[src/rtl/exu_wb_arb.sv]
// exu_wb_arb -- write-back arbiter for the execution units.
//
// Each of the four result sources (alu, mul, div, lsu) owns a one-entry
// holding buffer. Every cycle, the oldest valid buffer (by wrapping
// instruction tag) is granted. Its result is written to the register file
// through registered outputs one cycle later. Results for x0 still use their
// grant slot, but they never assert the write enable.
//
// Ports
//   clk, rstn                         clock, asynchronous active-low reset
//   <s>_valid/_rd_addr/_data/_tag     result offered by source s
//   <s>_ready                         result accepted this cycle (combinational)
//   exu_wb_rd_wr_en/_rd_addr/_data    registered register-file write port
//   exu_wb_stall                      two or more buffers currently occupied
module exu_wb_arb #(
  parameter int XLEN                = 32,
  parameter int REG_FILE_ADDR_WIDTH = 5,
  parameter int TAG_WIDTH           = 8
) (
  input  logic                           clk,
  input  logic                           rstn,
  input  logic                           alu_valid,
  input  logic [REG_FILE_ADDR_WIDTH-1:0] alu_rd_addr,
  input  logic [XLEN-1:0]                alu_data,
  input  logic [TAG_WIDTH-1:0]           alu_tag,
  output logic                           alu_ready,
  input  logic                           mul_valid,
  input  logic [REG_FILE_ADDR_WIDTH-1:0] mul_rd_addr,
  input  logic [XLEN-1:0]                mul_data,
  input  logic [TAG_WIDTH-1:0]           mul_tag,
  output logic                           mul_ready,
  input  logic                           div_valid,
  input  logic [REG_FILE_ADDR_WIDTH-1:0] div_rd_addr,
  input  logic [XLEN-1:0]                div_data,
  input  logic [TAG_WIDTH-1:0]           div_tag,
  output logic                           div_ready,
  input  logic                           lsu_valid,
  input  logic [REG_FILE_ADDR_WIDTH-1:0] lsu_rd_addr,
  input  logic [XLEN-1:0]                lsu_data,
  input  logic [TAG_WIDTH-1:0]           lsu_tag,
  output logic                           lsu_ready,
  output logic                           exu_wb_rd_wr_en,
  output logic [REG_FILE_ADDR_WIDTH-1:0] exu_wb_rd_addr,
  output logic [XLEN-1:0]                exu_wb_data,
  output logic                           exu_wb_stall
);

  localparam int NSRC = 4;  // index order alu=0, mul=1, div=2, lsu=3

  // a is older than b when the wrapped difference a-b is "negative"
  function automatic logic is_older(input logic [TAG_WIDTH-1:0] a,
                                    input logic [TAG_WIDTH-1:0] b);
    logic [TAG_WIDTH-1:0] diff;
    diff = a - b;
    return diff[TAG_WIDTH-1];
  endfunction

  logic [NSRC-1:0]                in_valid_s;
  logic [REG_FILE_ADDR_WIDTH-1:0] in_rd_s   [NSRC];
  logic [XLEN-1:0]                in_data_s [NSRC];
  logic [TAG_WIDTH-1:0]           in_tag_s  [NSRC];

  logic [NSRC-1:0]                buf_valid_q, buf_valid_d;
  logic [REG_FILE_ADDR_WIDTH-1:0] buf_rd_q   [NSRC];
  logic [REG_FILE_ADDR_WIDTH-1:0] buf_rd_d   [NSRC];
  logic [XLEN-1:0]                buf_data_q [NSRC];
  logic [XLEN-1:0]                buf_data_d [NSRC];
  logic [TAG_WIDTH-1:0]           buf_tag_q  [NSRC];
  logic [TAG_WIDTH-1:0]           buf_tag_d  [NSRC];

  logic [NSRC-1:0]                grant_s, ready_s, xfer_s;
  logic                           found_s, wins_s, any_grant_s;
  logic [REG_FILE_ADDR_WIDTH-1:0] gnt_rd_s;
  logic [XLEN-1:0]                gnt_data_s;

  logic                           wr_en_q, wr_en_d;
  logic [REG_FILE_ADDR_WIDTH-1:0] wb_rd_q, wb_rd_d;
  logic [XLEN-1:0]                wb_data_q, wb_data_d;

  assign in_valid_s = {lsu_valid, div_valid, mul_valid, alu_valid};
  assign in_rd_s[0] = alu_rd_addr;  assign in_data_s[0] = alu_data;  assign in_tag_s[0] = alu_tag;
  assign in_rd_s[1] = mul_rd_addr;  assign in_data_s[1] = mul_data;  assign in_tag_s[1] = mul_tag;
  assign in_rd_s[2] = div_rd_addr;  assign in_data_s[2] = div_data;  assign in_tag_s[2] = div_tag;
  assign in_rd_s[3] = lsu_rd_addr;  assign in_data_s[3] = lsu_data;  assign in_tag_s[3] = lsu_tag;

  // Oldest-first selection. A buffer wins if it beats every other valid
  // buffer. Equal tags are broken by index, with the higher index winning.
  // The fallback only matters for tag sets that span more than half the tag
  // space. In that case, no total age order exists, and the fallback avoids
  // a deadlock.
  always_comb begin
    grant_s = '0;
    found_s = 1'b0;
    wins_s  = 1'b0;
    for (int i = NSRC - 1; i >= 0; i--) begin
      wins_s = buf_valid_q[i];
      for (int j = 0; j < NSRC; j++) begin
        if (j != i && buf_valid_q[j] &&
            !(is_older(buf_tag_q[i], buf_tag_q[j]) ||
              (buf_tag_q[i] == buf_tag_q[j] && i > j))) begin
          wins_s = 1'b0;
        end else begin
          wins_s = wins_s;
        end
      end
      if (wins_s && !found_s) begin
        grant_s[i] = 1'b1;
        found_s    = 1'b1;
      end else begin
        grant_s[i] = grant_s[i];
      end
    end
    for (int i = NSRC - 1; i >= 0; i--) begin
      if (buf_valid_q[i] && !found_s) begin
        grant_s[i] = 1'b1;
        found_s    = 1'b1;
      end else begin
        grant_s[i] = grant_s[i];
      end
    end
  end

  // Payload of the granted buffer (one-hot mux)
  always_comb begin
    gnt_rd_s   = '0;
    gnt_data_s = '0;
    for (int i = 0; i < NSRC; i++) begin
      if (grant_s[i]) begin
        gnt_rd_s   = buf_rd_q[i];
        gnt_data_s = buf_data_q[i];
      end else begin
        gnt_rd_s   = gnt_rd_s;
        gnt_data_s = gnt_data_s;
      end
    end
  end

  assign any_grant_s = |grant_s;
  // A buffer that is being drained this cycle can accept a refill on the same edge
  assign ready_s     = ~buf_valid_q | grant_s;
  assign xfer_s      = in_valid_s & ready_s;

  // Buffer next state: refill wins over clear, otherwise hold
  always_comb begin
    for (int i = 0; i < NSRC; i++) begin
      if (xfer_s[i]) begin
        buf_valid_d[i] = 1'b1;
        buf_rd_d[i]    = in_rd_s[i];
        buf_data_d[i]  = in_data_s[i];
        buf_tag_d[i]   = in_tag_s[i];
      end else begin
        buf_valid_d[i] = buf_valid_q[i] & ~grant_s[i];
        buf_rd_d[i]    = buf_rd_q[i];
        buf_data_d[i]  = buf_data_q[i];
        buf_tag_d[i]   = buf_tag_q[i];
      end
    end
  end

  // Write port next state; x0 results consume the slot without writing
  always_comb begin
    if (any_grant_s) begin
      wr_en_d   = (gnt_rd_s != '0);
      wb_rd_d   = gnt_rd_s;
      wb_data_d = gnt_data_s;
    end else begin
      wr_en_d   = 1'b0;
      wb_rd_d   = wb_rd_q;
      wb_data_d = wb_data_q;
    end
  end

  // State registers
  always_ff @(posedge clk or negedge rstn) begin
    if (!rstn) begin
      buf_valid_q <= '0;
      for (int i = 0; i < NSRC; i++) begin
        buf_rd_q[i]   <= '0;
        buf_data_q[i] <= '0;
        buf_tag_q[i]  <= '0;
      end
      wr_en_q   <= 1'b0;
      wb_rd_q   <= '0;
      wb_data_q <= '0;
    end else begin
      buf_valid_q <= buf_valid_d;
      for (int i = 0; i < NSRC; i++) begin
        buf_rd_q[i]   <= buf_rd_d[i];
        buf_data_q[i] <= buf_data_d[i];
        buf_tag_q[i]  <= buf_tag_d[i];
      end
      wr_en_q   <= wr_en_d;
      wb_rd_q   <= wb_rd_d;
      wb_data_q <= wb_data_d;
    end
  end

  assign alu_ready       = ready_s[0];
  assign mul_ready       = ready_s[1];
  assign div_ready       = ready_s[2];
  assign lsu_ready       = ready_s[3];
  assign exu_wb_rd_wr_en = wr_en_q;
  assign exu_wb_rd_addr  = wb_rd_q;
  assign exu_wb_data     = wb_data_q;
  // Clearing the lowest set bit leaves something only if two or more are set
  assign exu_wb_stall    = ((buf_valid_q & (buf_valid_q - 4'd1)) != 4'd0);

endmodule

[config.mk]
export PLATFORM = sky130hd
export DESIGN_NAME = exu_wb_arb
export DESIGN_NICKNAME = d
export VERILOG_FILES = /design/src/rtl/exu_wb_arb.sv
export SDC_FILE = /design/constraint.sdc
export NUM_CORES = 1
export LEC_CHECK = 0
export CAP_MARGIN = 15
export CORE_MARGIN = 5
export CORE_UTILIZATION = 30
export CTS_CLUSTER_SIZE = 40
export DETAILED_ROUTE_END_ITERATION = 8
export RECOVER_POWER = 100
export SKIP_LAST_GASP = 1
export SYNTH_ARGS = -nofsm -noshare
export SYNTH_HDL_FRONTEND = slang
export SYNTH_SLANG_ARGS = --single-unit
[constraint.sdc]
create_clock -name clk -period 10 [get_ports clk]
set_input_delay 2 -clock clk [delete_from_list [all_inputs] [get_ports clk]]
set_output_delay 2 -clock clk [all_outputs]
set_load 0.02 [all_outputs]
# Word-level counts from Yosys, hierarchy flattened
# Cells that the tools add are included.
dict set report op_classes {
  addsub 13
  eq_ne 6
  reduce_logical 47
  bitwise 12
  mux 39
}
# operator count
set ops {}
lappend ops {{2-to-1 mux 32 bit} 4}
lappend ops {{subtractor 8 bit} 12}
lappend ops {{equality test 8 bit} 6}
lappend ops {{2-to-1 mux 1 bit} 31}
lappend ops {{2-to-1 mux 5 bit} 4}
lappend ops {{logical AND 1 bit} 19}
lappend ops {{logical NOT 1 bit} 19}
lappend ops {{bitwise AND 4 bit} 2}
lappend ops {{logical OR 1 bit} 6}
lappend ops {{nonzero test 5 bit} 1}
lappend ops {{bitwise AND 1 bit} 4}
lappend ops {{inverter 1 bit} 4}
lappend ops {{inverter 4 bit} 1}
lappend ops {{bitwise OR 4 bit} 1}
lappend ops {{nonzero test 4 bit} 1}
lappend ops {{OR reduction 4 bit} 1}
lappend ops {{subtractor 4 x 1 -> 4 bit, second input constant} 1}
dict set report word_totals {
  wordCells 133
  regBits 222
  inputBits 186
}

# Logic depth before layout (Yosys ltp)
dict set report depth {
  depth_word 35
  depth_mapped 14
  mapped_depth_nobuf 11
}

# Worst setup path before layout
# No wires, ideal clock.
dict set report synth_timing {
  path_kind {reg-to-output}
  from {reg buf_tag_q[21] (netlist name)}
  to {out div_ready}
  path_stages_with_launch 13
  t_required_ns 8.000
  path_slack_ns 5.230
  arrival_time_ns 2.770
  cell_sequence {dfrtp_1 -> inv_1 -> ha_1 -> a21o_1 -> a221o_1 -> o21ai_2 -> a21oi_1 -> a2111o_1 -> buf_6 -> a31o_2 -> and2_4 -> buf_6 -> nand2b_1}
}
dict set report synth_between {
  elab_chain_cells 23
}
# element line_no
set synth_rtl {}
lappend synth_rtl {{start: declaration} 68} ;# logic [TAG_WIDTH-1:0] buf_tag_q [NSRC];
lappend synth_rtl {{start signal: indexed assignment} 190} ;# buf_tag_q[i] <= buf_tag_d[i];
lappend synth_rtl {{subtractor 8 bit / equality test 8 bit (equally long branches)} {54, 100}}
lappend synth_rtl {{logical OR 1 bit} 99} ;# !(is_older(buf_tag_q[i], buf_tag_q[j]) ||
lappend synth_rtl {{logical NOT 1 bit} 99}
lappend synth_rtl {{logical AND 1 bit} 98} ;# if (j != i && buf_valid_q[j] &&
lappend synth_rtl {{2-to-1 mux 1 bit (2 in series)} 98}
lappend synth_rtl {{2-to-1 mux 1 bit} 106} ;# if (wins_s && !found_s) begin
lappend synth_rtl {{logical NOT 1 bit} 106}
lappend synth_rtl {{logical AND 1 bit} 106}
lappend synth_rtl {{[... 6 more ...]} --}
lappend synth_rtl {{2-to-1 mux 1 bit} 106}
lappend synth_rtl {{logical NOT 1 bit} 114} ;# if (buf_valid_q[i] && !found_s) begin
lappend synth_rtl {{logical AND 1 bit} 114}
lappend synth_rtl {{2-to-1 mux 1 bit} 114}
lappend synth_rtl {{logical NOT 1 bit} 114}
lappend synth_rtl {{logical AND 1 bit} 114}
lappend synth_rtl {{2-to-1 mux 1 bit *} 114}
lappend synth_rtl {{bitwise OR 4 bit *} 140} ;# assign ready_s = ~buf_valid_q | grant_s;
lappend synth_rtl {{end: declaration} 36} ;# output logic div_ready,
# Mark *: on every way between the ends. The rest lies on a longest branch, timed or not.

==> impl_metrics.prom <==
# TYPE chip_impl_metric gauge
chip_impl_metric{name="grt_pass1_vias",unit=""} 8810
chip_impl_metric{name="gp_routability_congestion",unit=""} 0.9154
chip_impl_metric{name="starting_density_of_the_core",unit="%"} 30.13
chip_impl_metric{name="maxCapViolations",unit=""} 7
chip_impl_metric{name="post_cts_resized",unit=""} 0
chip_impl_metric{name="final.period_utilization",unit="%"} 70.82
chip_impl_metric{name="filler_cells_inserted",unit=""} 3618
chip_impl_metric{name="synth_area_per_cell",unit="sq um"} 12.47
chip_impl_info{name="dominant_cell_by_count_in_the_synthesized_netlist",value="sky130_fd_sc_hd__dfrtp_1"} 1
chip_impl_metric{name="fin_tns_setup",unit="ns"} 0
chip_impl_info{name="cts_root_buffer_type",value="sky130_fd_sc_hd__clkbuf_16"} 1
chip_impl_metric{name="number_of_standard_cells_in_the_final_layout_excluding_fillers",unit=""} 1662
chip_impl_metric{name="route.detailed.vias_per_inst",unit=""} 4.923
chip_impl_metric{name="cp.arrival",unit="ns"} 6.27
chip_impl_metric{name="num_vias",unit=""} 8182
chip_impl_info{name="tritoncts",value="done"} 1
chip_impl_metric{name="postLayoutCoreUtil",unit="%"} 39.92
chip_impl_metric{name="drtPass1Iterations",unit=""} 7
chip_impl_metric{name="die-height",unit="um"} 203.8
chip_impl_metric{name="synth_enable_flop_cells",unit=""} 0
chip_impl_metric{name="dr.first_iter.drc_count",unit=""} 422
chip_impl_info{name="crit_path_cell_trace",value="clkbuf_1"} 1
chip_impl_metric{name="pin_count",unit=""} 229
chip_impl_info{name="min-delay-path-class",value="flop to flop"} 1
chip_impl_info{name="start_kind",value="primary input"} 1
chip_impl_metric{name="hold_viol",unit=""} 0
chip_impl_info{name="synth_top_cells_by_area",value="sky130_fd_sc_hd__dfrtp_1 49%, sky130_fd_sc_hd__mux2_2 13%, sky130_fd_sc_hd__ha_1 9.3%"} 1
chip_impl_info{name="timing.setup.critical_path_class",value="primary input to asynchronous set/reset pin"} 1
chip_impl_metric{name="post_route_cell_area",unit="sq mm"} 0.01493
chip_impl_metric{name="die_width",unit="um"} 203.8
chip_impl_metric{name="final-seq-area",unit="sq mm"} 0.005555
chip_impl_metric{name="fmax",unit="MHz"} 141.2
chip_impl_info{name="failed_checks",value="capacitance limit, slew limit"} 1
chip_impl_metric{name="multi_input_comb_area",unit="sq mm"} 0.005206
chip_impl_metric{name="area_share_of_the_leading_cell_type_in_the_synthesized_netlist",unit="%"} 49.29
chip_impl_metric{name="grt_max_degree",unit=""} 109
chip_impl_info{name="synth_ff_type",value="sky130_fd_sc_hd__dfrtp_1"} 1
chip_impl_metric{name="place.port_buffers",unit=""} 228
chip_impl_metric{name="grt_usage",unit="%"} 16.95
chip_impl_metric{name="postRouteWirelength",unit="um"} 35910
chip_impl_metric{name="yosys_reg_bits",unit=""} 222
chip_impl_metric{name="setup_viol",unit=""} 0
chip_impl_metric{name="final-max-slew-violation-count",unit=""} 334
chip_impl_metric{name="synth-async-reset-ratio",unit="%"} 100.0
chip_impl_metric{name="worst-path-buf-inv",unit=""} 1
chip_impl_info{name="worst_path_max_delay_cell",value="sky130_fd_sc_hd__clkbuf_1"} 1
chip_impl_metric{name="antenna_found_initial",unit=""} 2
chip_impl_metric{name="post-dp-hpwl",unit="um"} 24880
chip_impl_metric{name="core_area",unit="sq mm"} 0.03740
chip_impl_metric{name="max_slew_margin",unit="%"} -302.1
chip_impl_metric{name="std_cell_rows",unit=""} 71
chip_impl_info{name="end_kind",value="asynchronous set/reset pin"} 1
chip_impl_info{name="outcome",value="finished, violations left"} 1
chip_impl_metric{name="placed_cells_incl_taps",unit=""} 1611
chip_impl_metric{name="globalRouteOverflowTotal",unit=""} 0
chip_impl_info{name="synth_commonest_cells",value="222 x sky130_fd_sc_hd__dfrtp_1, 129 x sky130_fd_sc_hd__mux2_2, 100 x sky130_fd_sc_hd__a21oi_1"} 1
chip_impl_metric{name="critPathMaxFanout",unit=""} 108
chip_impl_metric{name="clock_latency",unit="ns"} 0.55
chip_impl_metric{name="number_of_nets_at_the_end_of_the_flow",unit=""} 1399
chip_impl_metric{name="synth.yosys.seq_area_share",unit="%"} 49.29
chip_impl_metric{name="cts_buffer_depth",unit=""} 3
chip_impl_info{name="path_delay_family",value="buffers and inverters"} 1
chip_impl_metric{name="grt_first_pass_wirelength",unit="um"} 54440
chip_impl_metric{name="finalWorstPathRequiredPeriod",unit="ns"} 7.082
chip_impl_info{name="synth_top_area_cell",value="sky130_fd_sc_hd__dfrtp_1"} 1
chip_impl_metric{name="clock-sinks",unit=""} 222
chip_impl_metric{name="worst_path_largest_cell_delay",unit="ns"} 4.13
chip_impl_metric{name="syn2layout_area_growth",unit="%"} 32.49
chip_impl_metric{name="synthCells",unit=""} 904
chip_impl_metric{name="cts_made_buffers",unit=""} 27
chip_impl_metric{name="drc",unit=""} 0
chip_impl_info{name="rsz0062_at_grt",value="false"} 1
chip_impl_metric{name="dpl-instance-area",unit="sq mm"} 0.01405
chip_impl_metric{name="clk_pin_slew",unit="ns"} 0.06
chip_impl_metric{name="tightest_slew",unit="ns"} 6.031
chip_impl_metric{name="ant_nets",unit=""} 0
chip_impl_metric{name="number_of_buffers_added_for_setup_after_cts",unit=""} 0
chip_impl_metric{name="synth_warnings",unit=""} 0
chip_impl_metric{name="mappedNetlistArea",unit="sq mm"} 0.01127
chip_impl_metric{name="yosys.cell_types.count",unit=""} 65
chip_impl_metric{name="die_area",unit="sq mm"} 0.04154
chip_impl_metric{name="routed_wire_length_per_instance",unit="um"} 21.60
chip_impl_metric{name="cts.hold.buffers_added",unit=""} 0
chip_impl_metric{name="post_route_cells_drive_above_1_share",unit="%"} 17.83
chip_impl_metric{name="worstPathRequired",unit="ns"} 9.19
chip_impl_metric{name="finClkSkew",unit="ns"} 0.02898
chip_impl_metric{name="mappedNetlistNets",unit=""} 1174
chip_impl_metric{name="cts.htree.levels",unit=""} 1
==> path summary, 6_finish.rpt <==
check / from / slack (ns) / cells past startpoint / end
max: rstn / 2.92 / 1 / buf_data_q[104]
min reg2reg: exu_wb_rd_addr[1] / 0.48 / 2 / exu_wb_rd_addr[1]
min in group asynchronous: rstn / 3.69 / 1 / buf_data_q[70]
max in group clk: buf_tag_q[21] / 3.00 / 12 / buf_rd_q[7]
max reg2reg: buf_tag_q[21] / 3.00 / 12 / buf_rd_q[7]
min: exu_wb_rd_addr[1] / 0.48 / 2 / exu_wb_rd_addr[1]
==> cell type report <==
| class | count | area share, % |
|---|---|---|
| flip-flops and latches | 222 | 37.21 |
| multi-input cells | 600 | 34.87 |
| repair buffers | 237 | 15.57 |
| clock buffers | 32 | 4.785 |
| well taps | 511 | 4.282 |
| clock inverters | 18 | 2.237 |
| inverters | 41 | 1.031 |
| diodes | 1 | 0.01676 |
==> cell usage in the layout, fill, tap and decap left out, types with 9 or more instances in the layout <==
cell type                         count
sky130_fd_sc_hd__a21oi_1            100
sky130_fd_sc_hd__mux2_1              38
sky130_fd_sc_hd__ha_1                84
sky130_fd_sc_hd__nand2_1             18
sky130_fd_sc_hd__mux2_4              14
sky130_fd_sc_hd__clkbuf_1             9
sky130_fd_sc_hd__o21ai_0             17
sky130_fd_sc_hd__dlygate4sd3_1       43
sky130_fd_sc_hd__dfrtp_1            222
sky130_fd_sc_hd__nand3b_1            10
sky130_fd_sc_hd__clkdlybuf4s50_1    184
sky130_fd_sc_hd__mux2_2             128
sky130_fd_sc_hd__inv_1               41
sky130_fd_sc_hd__bufinv_16            9
sky130_fd_sc_hd__a222oi_1            32
sky130_fd_sc_hd__clkbuf_16           27
sky130_fd_sc_hd__nor2_1              46
sky130_fd_sc_hd__nand3_1              9
==> stage by stage <==
stage	worst slack [ns]	hold slack, ns
6_report	2.918	0.4756
5_1_grt	1.665	0.5014
4_1_cts	3.309	0.4880
3_5_place_dp	3.899	0.4726
3_3_place_gp	4.003	0.4669
2_1_floorplan	5.230	0.4644
==> flip-flops by register name, summed over array words and instances (netlist names) <==
name             flops
exu_wb_data         32
buf_data_q         128
buf_tag_q           32
buf_rd_q            20
exu_wb_rd_addr       5
exu_wb_rd_wr_en      1
buf_valid_q          4
==> per-layer routing <==
metal,global-route usage [%],vias to the layer above,wire length [um],share of wire [%]
met3,3.681,41,1968,5.5
met2,27.86,203,17130,48
met4,4.409,4,805,2.2
met1,22.82,4143,15980,44
met5,0,-,29,0.081
li1,-,3791,-,-
==> tightest hold or removal path: stages, from the launching register on <==
cell                      delay [ns]
sky130_fd_sc_hd__dfrtp_1        0.34
sky130_fd_sc_hd__nand2_1        0.05
sky130_fd_sc_hd__nand2_1        0.05
==> cell families after synthesis <==
kind of cell / Yosys count / synth area share (%)
AND/OR/NAND/NOR: 128 / 6.040
adder cells (fa/ha/maj): 84 / 9.326
XOR/XNOR: 8 / 0.6218
buffers and inverters: 82 / 3.408
flip-flops: 222 / 49.30
multiplexers: 185 / 19.76
AO/OA/AOI/OAI: 195 / 11.55
Power is not shown: default switching activity piles up to over one toggle a cycle in this logic, so the estimate is an artifact.
